[src/rtl/calc_pkg.sv]
// Shared types and constants for the calculator cursor controller.
// Grid size defaults, FSM state and direction enums, key index helper.
package calc_pkg;

  localparam int COLS_DEF = 6;
  localparam int ROWS_DEF = 4;

  typedef enum logic [2:0] {
    IDLE,
    DELAY,
    REPEAT,
    KEY_WAIT,
    KEY_REL
  } cursor_state_t;

  typedef enum {
    DIR_UP,
    DIR_DOWN,
    DIR_LEFT,
    DIR_RIGHT
  } dir_t;

  function automatic logic [4:0] key_index(
    input logic [2:0] x,
    input logic [1:0] y,
    input int         cols = COLS_DEF
  );
    return 5'(int'(y) * cols + int'(x));
  endfunction

endpackage

[src/rtl/cursor_repeat_timer.sv]
// Hold timer for direction auto-repeat: clear, count, terminal pulse.
// Ports: clk, rst, clr, en, sel_rate (0=initial delay, 1=repeat), tc.
module cursor_repeat_timer #(
  parameter int DELAY = 12_500_000,
  parameter int RATE  = 2_500_000
) (
  input  logic clk,
  input  logic rst,
  input  logic clr,
  input  logic en,
  input  logic sel_rate,
  output logic tc
);

  localparam int MAXV = (DELAY > RATE) ? DELAY : RATE;
  localparam int W    = (MAXV > 1) ? $clog2(MAXV) : 1;

  localparam logic [W-1:0] D_LAST = W'(DELAY - 1);
  localparam logic [W-1:0] R_LAST = W'(RATE - 1);

  logic [W-1:0] cnt;

  assign tc = (cnt == (sel_rate ? R_LAST : D_LAST));

  always_ff @(posedge clk or posedge rst) begin
    if (rst) begin
      cnt <= '0;
    end else if (clr) begin
      cnt <= '0;
    end else if (en) begin
      cnt <= cnt + 1'b1;
    end
  end

endmodule

[src/rtl/calc_cursor_ctrl.sv]
// Calculator cursor over the key grid: moves, auto-repeat, key entry.
// In: clk rst btn_* matrix_x/y grid_en key_ack. Out: cursor_x/y highlight key_valid key_code.
module calc_cursor_ctrl
  import calc_pkg::*;
#(
  parameter int COLS         = COLS_DEF,
  parameter int ROWS         = ROWS_DEF,
  parameter int REPEAT_DELAY = 12_500_000,
  parameter int REPEAT_RATE  = 2_500_000
) (
  input  logic       clk,
  input  logic       rst,
  input  logic       btn_up,
  input  logic       btn_down,
  input  logic       btn_left,
  input  logic       btn_right,
  input  logic       btn_enter,
  input  logic [2:0] matrix_x,
  input  logic [1:0] matrix_y,
  input  logic       grid_en,
  input  logic       key_ack,
  output logic [2:0] cursor_x,
  output logic [1:0] cursor_y,
  output logic       highlight,
  output logic       key_valid,
  output logic [4:0] key_code
);

  localparam int B_ENT = 0;
  localparam int B_UP  = 1;
  localparam int B_DN  = 2;
  localparam int B_LT  = 3;
  localparam int B_RT  = 4;

  localparam logic [2:0] X_MAX = 3'(COLS - 1);
  localparam logic [1:0] Y_MAX = 2'(ROWS - 1);

  cursor_state_t state, state_nx;
  dir_t          lat_dir, mv_dir;

  logic [4:0] btn, btn_q, pr;
  logic       held, tc;
  logic       do_move, lat_load;
  logic       tmr_clr, tmr_en;
  logic       key_cap, key_clr;
  logic [2:0] nx;
  logic [1:0] ny;

  assign btn = {btn_right, btn_left, btn_down, btn_up, btn_enter};
  assign pr  = btn & ~btn_q;

  always_comb begin
    held = 1'b0;
    unique case (lat_dir)
      DIR_UP:    held = btn_up;
      DIR_DOWN:  held = btn_down;
      DIR_LEFT:  held = btn_left;
      DIR_RIGHT: held = btn_right;
      default:   held = 1'b0;
    endcase
  end

  cursor_repeat_timer #(
    .DELAY (REPEAT_DELAY),
    .RATE  (REPEAT_RATE)
  ) u_tmr (
    .clk      (clk),
    .rst      (rst),
    .clr      (tmr_clr),
    .en       (tmr_en),
    .sel_rate (state == REPEAT),
    .tc       (tc)
  );

  always_ff @(posedge clk or posedge rst) begin
    if (rst) state <= IDLE;
    else     state <= state_nx;
  end

  always_comb begin
    state_nx = state;
    unique case (state)
      IDLE: begin
        if (key_cap)       state_nx = KEY_WAIT;
        else if (lat_load) state_nx = DELAY;
      end
      DELAY: begin
        if (!held)        state_nx = IDLE;
        else if (do_move) state_nx = REPEAT;
      end
      REPEAT: begin
        if (!held) state_nx = IDLE;
      end
      KEY_WAIT: begin
        if (key_clr) state_nx = KEY_REL;
      end
      KEY_REL: begin
        if (!btn_enter) state_nx = IDLE;
      end
      default: state_nx = IDLE;
    endcase
  end

  // Only the first press in priority order acts; the rest are dropped.
  always_comb begin
    do_move  = 1'b0;
    mv_dir   = lat_dir;
    lat_load = 1'b0;
    tmr_clr  = 1'b0;
    tmr_en   = 1'b0;
    key_cap  = 1'b0;
    key_clr  = 1'b0;
    unique case (state)
      IDLE: begin
        priority case (1'b1)
          pr[B_ENT]: key_cap = 1'b1;
          pr[B_UP]: begin
            do_move = 1'b1;
            mv_dir  = DIR_UP;
          end
          pr[B_DN]: begin
            do_move = 1'b1;
            mv_dir  = DIR_DOWN;
          end
          pr[B_LT]: begin
            do_move = 1'b1;
            mv_dir  = DIR_LEFT;
          end
          pr[B_RT]: begin
            do_move = 1'b1;
            mv_dir  = DIR_RIGHT;
          end
          default: ;
        endcase
        lat_load = do_move;
        tmr_clr  = do_move;
      end
      DELAY, REPEAT: begin
        if (held) begin
          if (tc) begin
            do_move = 1'b1;
            tmr_clr = 1'b1;
          end else begin
            tmr_en = 1'b1;
          end
        end
      end
      KEY_WAIT: key_clr = key_ack;
      default: ;
    endcase
  end

  always_comb begin
    nx = cursor_x;
    ny = cursor_y;
    if (do_move) begin
      unique case (mv_dir)
        DIR_UP:    ny = (cursor_y == 2'd0) ? Y_MAX : cursor_y - 2'd1;
        DIR_DOWN:  ny = (cursor_y == Y_MAX) ? 2'd0 : cursor_y + 2'd1;
        DIR_LEFT:  nx = (cursor_x == 3'd0) ? X_MAX : cursor_x - 3'd1;
        DIR_RIGHT: nx = (cursor_x == X_MAX) ? 3'd0 : cursor_x + 3'd1;
        default: ;
      endcase
    end
  end

  always_ff @(posedge clk or posedge rst) begin
    if (rst) begin
      btn_q     <= '0;
      cursor_x  <= '0;
      cursor_y  <= '0;
      lat_dir   <= DIR_UP;
      key_valid <= 1'b0;
      key_code  <= '0;
      highlight <= 1'b0;
    end else begin
      btn_q     <= btn;
      cursor_x  <= nx;
      cursor_y  <= ny;
      highlight <= grid_en &&
                   (matrix_x == cursor_x) &&
                   (matrix_y == cursor_y);
      if (lat_load) lat_dir <= mv_dir;
      if (key_cap) begin
        key_valid <= 1'b1;
        key_code  <= key_index(cursor_x, cursor_y, COLS);
      end else if (key_clr) begin
        key_valid <= 1'b0;
      end
    end
  end

endmodule

[config.mk]
export PLATFORM = sky130hd
export DESIGN_NAME = calc_cursor_ctrl
export DESIGN_NICKNAME = d
export VERILOG_FILES = /design/src/rtl/calc_pkg.sv /design/src/rtl/cursor_repeat_timer.sv /design/src/rtl/calc_cursor_ctrl.sv
export SDC_FILE = /design/constraint.sdc
export NUM_CORES = 1
export LEC_CHECK = 0
export BUFFER_PORTS_ARGS = -buffer_cell sky130_fd_sc_hd__buf_2
export CAP_MARGIN = 25
export CORE_MARGIN = 2
export CORE_UTILIZATION = 35
export DETAILED_ROUTE_END_ITERATION = 8
export GPL_TIMING_DRIVEN = 0
export PLACE_DENSITY = 0.53
export SLEW_MARGIN = 40
export SYNTH_ARGS = -nofsm -noshare
export SYNTH_HDL_FRONTEND = slang
export SYNTH_HIERARCHICAL = 1
export SYNTH_SLANG_ARGS = --single-unit
[constraint.sdc]
create_clock -name clk -period 6.1 [get_ports clk]
set_input_delay 0.915 -clock clk [delete_from_list [all_inputs] [get_ports clk]]
set_output_delay 0.915 -clock clk [all_outputs]
set_load 0.1 [all_outputs]
==> reports/metrics.cfg <==
[global_routing]
grt_max_degree = 40
overflow = 0
grt_pass1_wl_mm = 12.9
grt_pass1_vias = 2574
grt_usage = 0.145
antenna_found_initial = 0

[timing]
whs_ns = 0.487
relSlewSlack = 0.638
max_clock_freq_ghz = 0.256
postLayoutSetupSlackWorst_ns = 2.19
clock_skew_ns = 0.0132
worst_pin_slew_ns = 0.540
slew_violations = 0
rsz0062_at_grt = false
setup_viol_count_final = 0
finalCriticalPeriod_ns = 3.91
hold_viol_final = 0
fin_setup_tns_ns = 0
fin_crit_sh = 0.640

[floorplan]
coreArea_sq_um = 10200
die_h_microns = 106
dieArea_sq_um = 11300
start_util = 0.358
row_count = 37
io_pins = 26
die_width_microns = 106

[synthesis]
synth_top_area_share = 0.520
synthXorXnorAreaFrac = 0.0479
synthDistinctLibCells = 52
synth_nets = 370
synth_top_area_cell = dfrtp_1
synth_edf_count = 0
netlist_instances = 347
synth_top_family_by_area = simple AND/OR/NAND/NOR gates
ys.flop_type = dfrtp_1
synth_compound_area_frac = 0.103
synth-simple-area-share = 0.243
synthAdderAreaFrac = 0.0328
async_flop_share = 1.00
syn_area_sq_um = 3660
syn_avg_cell_area_sq_um = 10.5
yosysWarningCount = 6
seq_area_frac_synth = 0.520
synthTopCellsByArea = dfrtp_1, and2_1, xnor2_1
ys_ff_latch = 76
synthMuxAreaShare = 0.0239

[final_layout]
antennaDiodeCount = 0
final_layout_size_suffix_gt1_frac = 0.162
final_util = 0.407
finalNetCount = 407
multi_input_area_sq_um = 1650
fillers = 1003
area_growth_pct = 13.9
register_area_sq_um = 1900

[clocking]
postCtsResizedCells = 0
root_buffer = clkbuf_8
cts_tree = yes
ctsHoldBuffers = 0
cts_made_buffers = 9
path_clk_slew_ns = 0.08
htree_levels = 3
ctsLongestPathBuffers = 2
clk_latency_ns = 0.36
cts_sinks = 76
cts_setup_buffers = 0

[route]
antenna_left = 0
vias = 2654
wl_per_cell_microns = 14.0
avgViaCountPerCell = 5.06
drc_errors = 0
routed_wl_mm = 7.33
drtIter0Drc = 76
dr.pass1.iters = 4

[power]
power_switching_uw = 744
combPwrFrac = 0.420
clock_power_share = 0.216
p_per_area_nw_per_um2 = 405
ir_worst_vdd_v = 0.000423
switching_share = 0.441
p_int_uw = 943
p_leak_uw = 0.00183
seqPwrFrac = 0.363

[job]
cap_violations = 0

[status]
outcome = finished, final reports clean

[placed_design]
gp_congestion = 0.795
portBuffers = 25
preCtsSetupSlack_ns = 2.14
place_hpwl_mm = 5.24

[critical_path]
end_kind = flip-flop
worstPathCellList = clkbuf_1, nor3b_1, inv_1, a2111oi_0, nand4_1, a21oi_1, inv_1, o21ai_0, buf_2, o211ai_1, or4_4, buf_2, or3_1, a21oi_1
crit_required_ns = 6.38
arrival_ns = 4.18
cp-start-kind = flip-flop
cpMaxStageDelayCell = or4_4
critPathTopFamily = compound AO/OA/AOI/OAI gates
path_max_fanout = 10
worst-path-buf-inv = 5
max_stage_delay_ns = 0.51
worstSetupPathType = reg -> reg

[hold_path]
hold_path_class = reg -> reg

-- cell families (layout without fill, tap and decap cells) --
family	after synthesis	after routing
AO/OA/AOI/OAI	57	57
XOR/XNOR	20	20
adder cells (fa/ha/maj)	9	9
buffers and inverters	28	70
flip-flops	76	76
multiplexers	7	7
AND/OR/NAND/NOR	150	150
-- cells in the mapped netlist (all sizes together) (8+ instances only) --
cell type,count
xnor2,14
o21ai,15
or3,9
dfrtp,76
nand2b,8
nor4,12
a21oi,15
and2,31
nor3,8
ha,8
nand4,9
nor2,22
nand2,20
nand3,9
inv,17
-- power by group through the flow --
stage | clock, uW | combinational, uW | sequential (uW)
3_5_place_dp | 0 | 715 | 624
5_1_grt | 401 | 779 | 624
4_1_cts | 379 | 719 | 615
6_report | 365 | 709 | 613
2_1_floorplan | 0 | 349 | 845
3_3_place_gp | 0 | 708 | 622
-- final cells by class --
cell class | count | share of cell area
clock buffer | 13 | 0.0406
timing repair buffer | 26 | 0.0348
sequential | 76 | 0.457
inverter | 17 | 0.0159
tap | 136 | 0.0409
clock inverter | 3 | 0.00481
buffer | 11 | 0.0111
multi-input combinational | 243 | 0.395
-- per-layer routing --
metal  global-route usage  share of wire  wire (microns)
met1                0.224           0.54            3960
met2                0.190           0.41            2970
met3               0.0362          0.038             279
met4               0.0573          0.016             116
met5                    0              0               0
-- registers in the layout, summed over array words and instances (netlist names) --
register,cells
lat_dir,32
u_tmr/cnt,24
btn_q,5
key_code,5
cursor_x,3
state,3
cursor_y,2
highlight,1
key_valid,1
-- placed cells by master (no fill, tap or decap), types with 9 or more instances in the layout --
cell type and n:
nand2_1 20, inv_1 15, nor2_1 22, nand3_1 9, dfrtp_1 76, a21oi_1 15
clkbuf_8 12, buf_2 29, and2_1 31, o21ai_0 14, xnor2_1 14
-- final timing paths --
path | from | end | slack (ns) | cells past startpoint
setup / recovery | state[0]$_DFFE_PP0P_ | u_tmr/cnt[13]$_DFFE_PP0P_ | 2.19 | 14
max in group asynchronous | rst | u_tmr/cnt[8]$_DFFE_PP0P_ | 5.13 | 2
hold / removal | lat_dir[15]$_DFFE_PP0P_ | lat_dir[15]$_DFFE_PP0P_ | 0.49 | 1
hold reg to reg | lat_dir[15]$_DFFE_PP0P_ | lat_dir[15]$_DFFE_PP0P_ | 0.49 | 1
setup reg to reg | state[0]$_DFFE_PP0P_ | u_tmr/cnt[13]$_DFFE_PP0P_ | 2.19 | 14
min in group asynchronous | rst | key_code[3]$_DFFE_PP0P_ | 0.50 | 2
-- worst register-to-register path, stage by stage, from the launching register on --
cell and delay [ns]:
dfrtp_1 0.36, clkbuf_1 0.20, nor3b_1 0.31, inv_1 0.10
a2111oi_0 0.41, nand4_1 0.14, a21oi_1 0.35, inv_1 0.10
o21ai_0 0.17, buf_2 0.25, o211ai_1 0.27, or4_4 0.51
buf_2 0.20, or3_1 0.32, a21oi_1 0.15
-- metrics by stage --
| step | area [sq um] | power (uW) | instances |
|---|---|---|---|
| after detailed placement | 3980 | 1340 | 509 |
| after global placement | 3950 | 1330 | 508 |
| final | 4170 | 1690 | 525 |
| after CTS | 4170 | 1710 | 525 |
| after global routing | 4170 | 1800 | 525 |
| after floorplan | 3660 | 1190 | 347 |
No activity file was read; power rests on OpenSTA's default activity.
